==> src/rtl/receiver_spi.sv <==
// rtl/receiver_spi.sv - SPI peripheral: oversampled SCK/CS/MOSI, MSB-first full-duplex frames, all CKP/CPH modes
module receiver_spi #(
    parameter int WIDTH       = 8,
    parameter int SYNC_STAGES = 2
) (
    input  logic             clk,
    input  logic             rst,
    input  logic             CPH,
    input  logic             CKP,
    input  logic             CS,
    input  logic             SCK,
    input  logic             MOSI,
    input  logic [WIDTH-1:0] data_in,
    output logic             MISO,
    output logic [WIDTH-1:0] data_out,
    output logic             rx_valid,
    output logic             busy
);
    localparam int             CW     = (WIDTH > 1) ? $clog2(WIDTH) : 1;
    localparam int             SW     = $clog2(SYNC_STAGES + 2);
    localparam logic [SW-1:0]  SETTLE = SW'(SYNC_STAGES + 1);
    localparam logic [CW-1:0]  LAST   = CW'(WIDTH - 1);

    typedef enum logic [1:0] {IDLE, LOAD, SHIFT} state_t;

    state_t                 state_q, state_d;
    logic [SYNC_STAGES-1:0] sck_sync_q, cs_sync_q, mosi_sync_q;
    logic                   sck_prev_q, cs_prev_q;
    logic [SW-1:0]          settle_q;
    logic [WIDTH-1:0]       tx_shift_q, tx_shift_d;
    logic [WIDTH-1:0]       rx_shift_q, rx_shift_d;
    logic [CW-1:0]          count_q, count_d;
    logic                   miso_q, miso_d;
    logic [WIDTH-1:0]       data_out_q, data_out_d;
    logic                   rx_valid_q, rx_valid_d;

    logic             sck_s, cs_s, mosi_s;
    logic             leading, trailing, sample_edge, shift_edge, cs_fall;
    logic [WIDTH-1:0] rx_next, tx_src;

    assign sck_s  = sck_sync_q[SYNC_STAGES-1];
    assign cs_s   = cs_sync_q[SYNC_STAGES-1];
    assign mosi_s = mosi_sync_q[SYNC_STAGES-1];

    assign leading     = (sck_s != sck_prev_q) && (sck_s != CKP);
    assign trailing    = (sck_s != sck_prev_q) && (sck_s == CKP);
    assign sample_edge = CPH ? trailing : leading;
    assign shift_edge  = CPH ? leading : trailing;
    // The synchronizer still holds reset values for a few cycles after rst;
    // a CS fall seen during that window is only the pin level settling in.
    assign cs_fall     = cs_prev_q && !cs_s && (settle_q == SETTLE);

    always_ff @(posedge clk) begin
        if (rst) begin
            sck_sync_q  <= {SYNC_STAGES{CKP}};
            cs_sync_q   <= '1;
            mosi_sync_q <= '0;
            sck_prev_q  <= CKP;
            cs_prev_q   <= 1'b1;
            settle_q    <= '0;
        end else begin
            sck_sync_q  <= SYNC_STAGES'({sck_sync_q, SCK});
            cs_sync_q   <= SYNC_STAGES'({cs_sync_q, CS});
            mosi_sync_q <= SYNC_STAGES'({mosi_sync_q, MOSI});
            sck_prev_q  <= sck_s;
            cs_prev_q   <= cs_s;
            if (settle_q != SETTLE) begin
                settle_q <= settle_q + SW'(1);
            end
        end
    end

    always_ff @(posedge clk) begin
        if (rst) begin
            state_q    <= IDLE;
            tx_shift_q <= '0;
            rx_shift_q <= '0;
            count_q    <= '0;
            miso_q     <= 1'b0;
            data_out_q <= '0;
            rx_valid_q <= 1'b0;
        end else begin
            state_q    <= state_d;
            tx_shift_q <= tx_shift_d;
            rx_shift_q <= rx_shift_d;
            count_q    <= count_d;
            miso_q     <= miso_d;
            data_out_q <= data_out_d;
            rx_valid_q <= rx_valid_d;
        end
    end

    always_comb begin
        state_d    = state_q;
        tx_shift_d = tx_shift_q;
        rx_shift_d = rx_shift_q;
        count_d    = count_q;
        miso_d     = miso_q;
        data_out_d = data_out_q;
        rx_valid_d = 1'b0;
        rx_next    = {rx_shift_q[WIDTH-2:0], mosi_s};
        tx_src     = (count_q == '0) ? data_in : tx_shift_q;
        case (state_q)
            IDLE: begin
                miso_d = 1'b0;
                if (cs_fall) begin
                    state_d = LOAD;
                end
            end
            LOAD: begin
                tx_shift_d = data_in;
                rx_shift_d = '0;
                count_d    = '0;
                if (!CPH) begin
                    miso_d = data_in[WIDTH-1];
                end
                state_d = SHIFT;
            end
            SHIFT: begin
                if (cs_s) begin
                    // CS release wins over any edge seen in the same cycle
                    state_d = IDLE;
                    miso_d  = 1'b0;
                end else begin
                    if (sample_edge) begin
                        rx_shift_d = rx_next;
                        if (count_q == LAST) begin
                            data_out_d = rx_next;
                            rx_valid_d = 1'b1;
                            count_d    = '0;
                        end else begin
                            count_d = count_q + CW'(1);
                        end
                    end
                    if (shift_edge) begin
                        if (CPH) begin
                            miso_d     = tx_src[WIDTH-1];
                            tx_shift_d = tx_src << 1;
                        end else if (count_q == '0) begin
                            tx_shift_d = data_in;
                            miso_d     = data_in[WIDTH-1];
                        end else begin
                            miso_d     = tx_shift_q[WIDTH-2];
                            tx_shift_d = tx_shift_q << 1;
                        end
                    end
                end
            end
            default: state_d = IDLE;
        endcase
    end

    assign MISO     = miso_q;
    assign data_out = data_out_q;
    assign rx_valid = rx_valid_q;
    assign busy     = (state_q != IDLE);

endmodule
==> config.mk <==
export PLATFORM = sky130hd
export DESIGN_NAME = receiver_spi
export DESIGN_NICKNAME = d
export VERILOG_FILES = /design/src/rtl/receiver_spi.sv
export SDC_FILE = /design/constraint.sdc
export NUM_CORES = 1
export LEC_CHECK = 0
export BUFFER_PORTS_ARGS = -buffer_cell sky130_fd_sc_hd__buf_2
export CAP_MARGIN = 10
export CELL_PAD_IN_SITES_DETAIL_PLACEMENT = 1
export CELL_PAD_IN_SITES_GLOBAL_PLACEMENT = 2
export CORE_MARGIN = 2
export CORE_UTILIZATION = 37
export CTS_CLUSTER_SIZE = 24
export DETAILED_ROUTE_END_ITERATION = 16
export PLACE_DENSITY_LB_ADDON = 0.1
export SYNTH_ARGS = -nofsm -noshare
export SYNTH_HDL_FRONTEND = slang
export SYNTH_SLANG_ARGS = --single-unit
==> constraint.sdc <==
create_clock -name clk -period 3.9 [get_ports clk]
set_input_delay 0.975 -clock clk [delete_from_list [all_inputs] [get_ports clk]]
set_output_delay 0.975 -clock clk [all_outputs]
set_load 0.005 [all_outputs]
==> metrics.md <==
| Metric | Value |
|---|---|
| Synth warnings | 0 |
| Mux cell area share after synthesis | 4.506% |
| Net Sw Frac | 27.92% |
| First-pass GRT wire length | 7286 µm |
| Max Clock Skew | 0.002613 ns |
| Logic gate share of total power | 17.0% |
| CP Launch Type | register |
| Reg power frac | 47.1% |
| Clock transition at path regs | 0.08 ns |
| Ports | 26 |
| Dpl hpwl | 3024 µm |
| Seq/Total Area, Yosys | 43.04% |
| GRT Util Overall | 17.05% |
| Top-count cell post-synth | dfxtp_1 |
| Bufs on Longest Clock Path | 2 |
| PostCTS Resize Cnt | 0 |
| Antenna viol nets, final | 0 |
| Hold Buf Count CTS | 0 |
| NetSw | 270.6 µW |
| WHS | 0.4241 ns |
| Via count | 1585 |
| Initial Util | 38.88% |
| Largest fanout on the critical path | 21 |
| Outcome | finished, final reports clean |
| # diodes | 0 |
| Rows | 25 |
| Clk Tree Root Cell | clkbuf_8 |
| Internal power | 698.6 µW |
| Die Area | 5612 µm² |
| Cells after Synth | 206 |
| Headroom to the max-slew limit | 49.19% |
| Power Dens Cells | 455.4 nW/µm² |
| Synthesis-stage register bit count | 40 |
| Clock sink count | 40 |
| Main combinational cell family by area after synthesis | compound AO/OA/AOI/OAI gates |
| Simple-gate share of the synthesized area | 16.75% |
| Via density | 5.428 |
| Clock Latency Late Sink | 0.29 ns |
| Die Y | 74.91 µm |
| Worst path arrival time | 2.87 ns |
| Top post-synthesis cells by area | dfxtp_1 (43%), a21oi_1 (7.5%), ha_1 (6.7%), nand3_1 (5.1%), a221o_1 (4.3%) |
| Worst Hold Class | register to register |
| Die width | 74.91 µm |
| Period minus WS final | 2.659 ns |
| Syn nets | 231 |
| GPL Wtd Cong | 0.7455 |
| Ranking of synthesized cells by instance count | dfxtp_1 (40), a21oi_1 (28), nand3_1 (19), inv_1 (12), o22ai_1 (12) |
| Core area | 4786 µm² |
| Post-route DRC | 0 |
| Syn avg cell area | 9.032 µm² |
| Final instance area | 2128 µm² |
| Grt total ovfl | 0 |
| Post-Synth XOR/XNOR Area | 1.345% |
| Largest net degree at the start of global routing | 44 |
| Max-cap violation count | 0 |
| Layout cell share with drive strength beyond 1 | 17.78% |
| Worst vdd ir | 0.0001868 V |
| Number of antenna violations at the first check in global routing | 0 |
| Post-synth EDFFs | 0 |
| Final wirelength | 4503 µm |
| Final core occ | 44.47% |
| Asr flop ratio synth | 0% |
| Post-Syn Area | 1861 µm² |
| Nets | 249 |
| Synth area leader | dfxtp_1 |
| RSZ-0062 raised after global routing | false |
| Crit path required time | 4.11 ns |
| CTS H-tree depth | 2 |
| Worst Tran Pin Value | 0.7621 ns |
| Fin. max-slew vios | 0 |
| Ys flop type | dfxtp_1 |
| Netlist cell types | 34 |
| Critical Path End Type | register |
| Area growth syn-to-layout | 14.39% |
| Port bufs | 25 |
| # setup viols final | 0 |
| Router iterations before antenna repair | 4 |
| Num CTS Buffers | 5 |
| CTS tree | done |
| Setup repair bufs after CTS | 0 |
| Final worst path period share | 68.19% |
| Clk pwr share | 35.9% |
| Drt wl/cell | 15.42 µm |
| Placed instance area | 2013 µm² |
| Initial DRC Count | 82 |
| Top cell type's share of synthesized area | 43.04% |
| Setup CP Type | register to register |
| Final hold vios | 0 |
| Setup TNS | 0 ns |
| Leak | 0.8205 nW |
| Adder-cell share of the synthesized area | 6.725% |
| Synth Area in Compound Gates | 21.39% |
| Vias in the first global route | 1580 |
| Peak Freq | 0.3760 GHz |
| Fillers | 586 |
-- area by class of cell --
cell class,instances,area [µm²],area share (%)
Timing Repair Buffer,27,140.1,6.584
Clock buffer,5,68.82,3.233
Inverter,12,45.04,2.116
Multi-Input combinational cell,138,943.4,44.33
Sequential cell,40,800.8,37.62
Tap cell,67,83.83,3.939
Clock inverter,3,46.29,2.175
-- state kept, by name (all words and copies together) (netlist names) --
name and cells:
mosi_sync_q 2, sck_prev_q 1, rx_valid 1, tx_shift_q 8, MISO 1, settle_q 2
state_q 2, data_out 8, cs_sync_q 2, count_q 3, sck_sync_q 2, rx_shift_q 7
cs_prev_q 1
-- kinds of logic (layout without fill, tap and decap cells) --
logic type,after synthesis,count (layout)
buf+inv,28,47
fa+ha+maj,10,10
compound gates,65,65
flops,40,40
xor+xnor,2,2
simple gates,53,53
mux,8,8
-- power by group through the flow --
stage          Sequential [mW]  Combinational, mW  Clock [mW]
2_1_floorplan            0.460              0.125           0
3_3_place_gp             0.463              0.154           0
3_5_place_dp             0.466              0.166           0
4_1_cts                  0.457              0.167       0.360
5_1_grt                  0.460              0.186       0.380
6_report                 0.457              0.164       0.348
-- stage by stage --
step / cells / setup slack, ns / total power, mW
floorplan: 206 / 1.713 / 0.5850
global placement: 284 / 1.205 / 0.6173
detailed placement: 284 / 1.085 / 0.6318
CTS: 292 / 1.226 / 0.9846
global route: 292 / 0.9883 / 1.026
finish: 292 / 1.241 / 0.9691
-- metal layers --
layer  global-route usage (%)  part of all wire, %  up-vias
li1                         -                    -      775
met1                    20.50                   45      776
met2                    29.63                   50       28
met3                    4.016                  3.4        6
met4                    6.151                  1.4        0
met5                        0                    0        -
-- path summary, 6_finish.rpt --
path / startpoint / to / slack [ns] / depth (start not counted)
max: state_q[0] / rx_shift_q[6] / 1.24 / 6
min: cs_sync_q[0] / cs_sync_q[1] / 0.42 / 1
max reg2reg: state_q[0] / rx_shift_q[6] / 1.24 / 6
min reg2reg: cs_sync_q[0] / cs_sync_q[1] / 0.42 / 1
-- critical path, stage by stage, from the launching register on --
cell and delay (ns):
dfxtp_1 0.43, inv_1 0.11, ha_1 0.45, and4bb_1 0.35
mux2i_1 0.58, nand2_1 0.35, o32ai_1 0.30
-- layout by cell type, fill, tap and decap left out, drive strengths merged --
cell,netlist,final
dfxtp,40,40
a21oi,28,28
buf,5,27
nand3,19,19
inv,12,13
o22ai,12,12
o21ai,12,12
ha,10,10
a221o,8,8
nand2b,7,7
nor2b,6,6
mux2i,5,5
clkbuf,11,5
nand3b,4,4
nor2,4,4
nand2,3,3
or2,3,3
mux2,3,3
o32ai,2,2
nand4,2,2
and4bb,2,2
xor2,2,2
or3b,2,2
a22oi,1,1
a31o,1,1
a41oi,1,1
nor3,1,1
bufinv,0,1
clkinvlp,0,1
No activity file was read; power rests on OpenSTA's default activity.
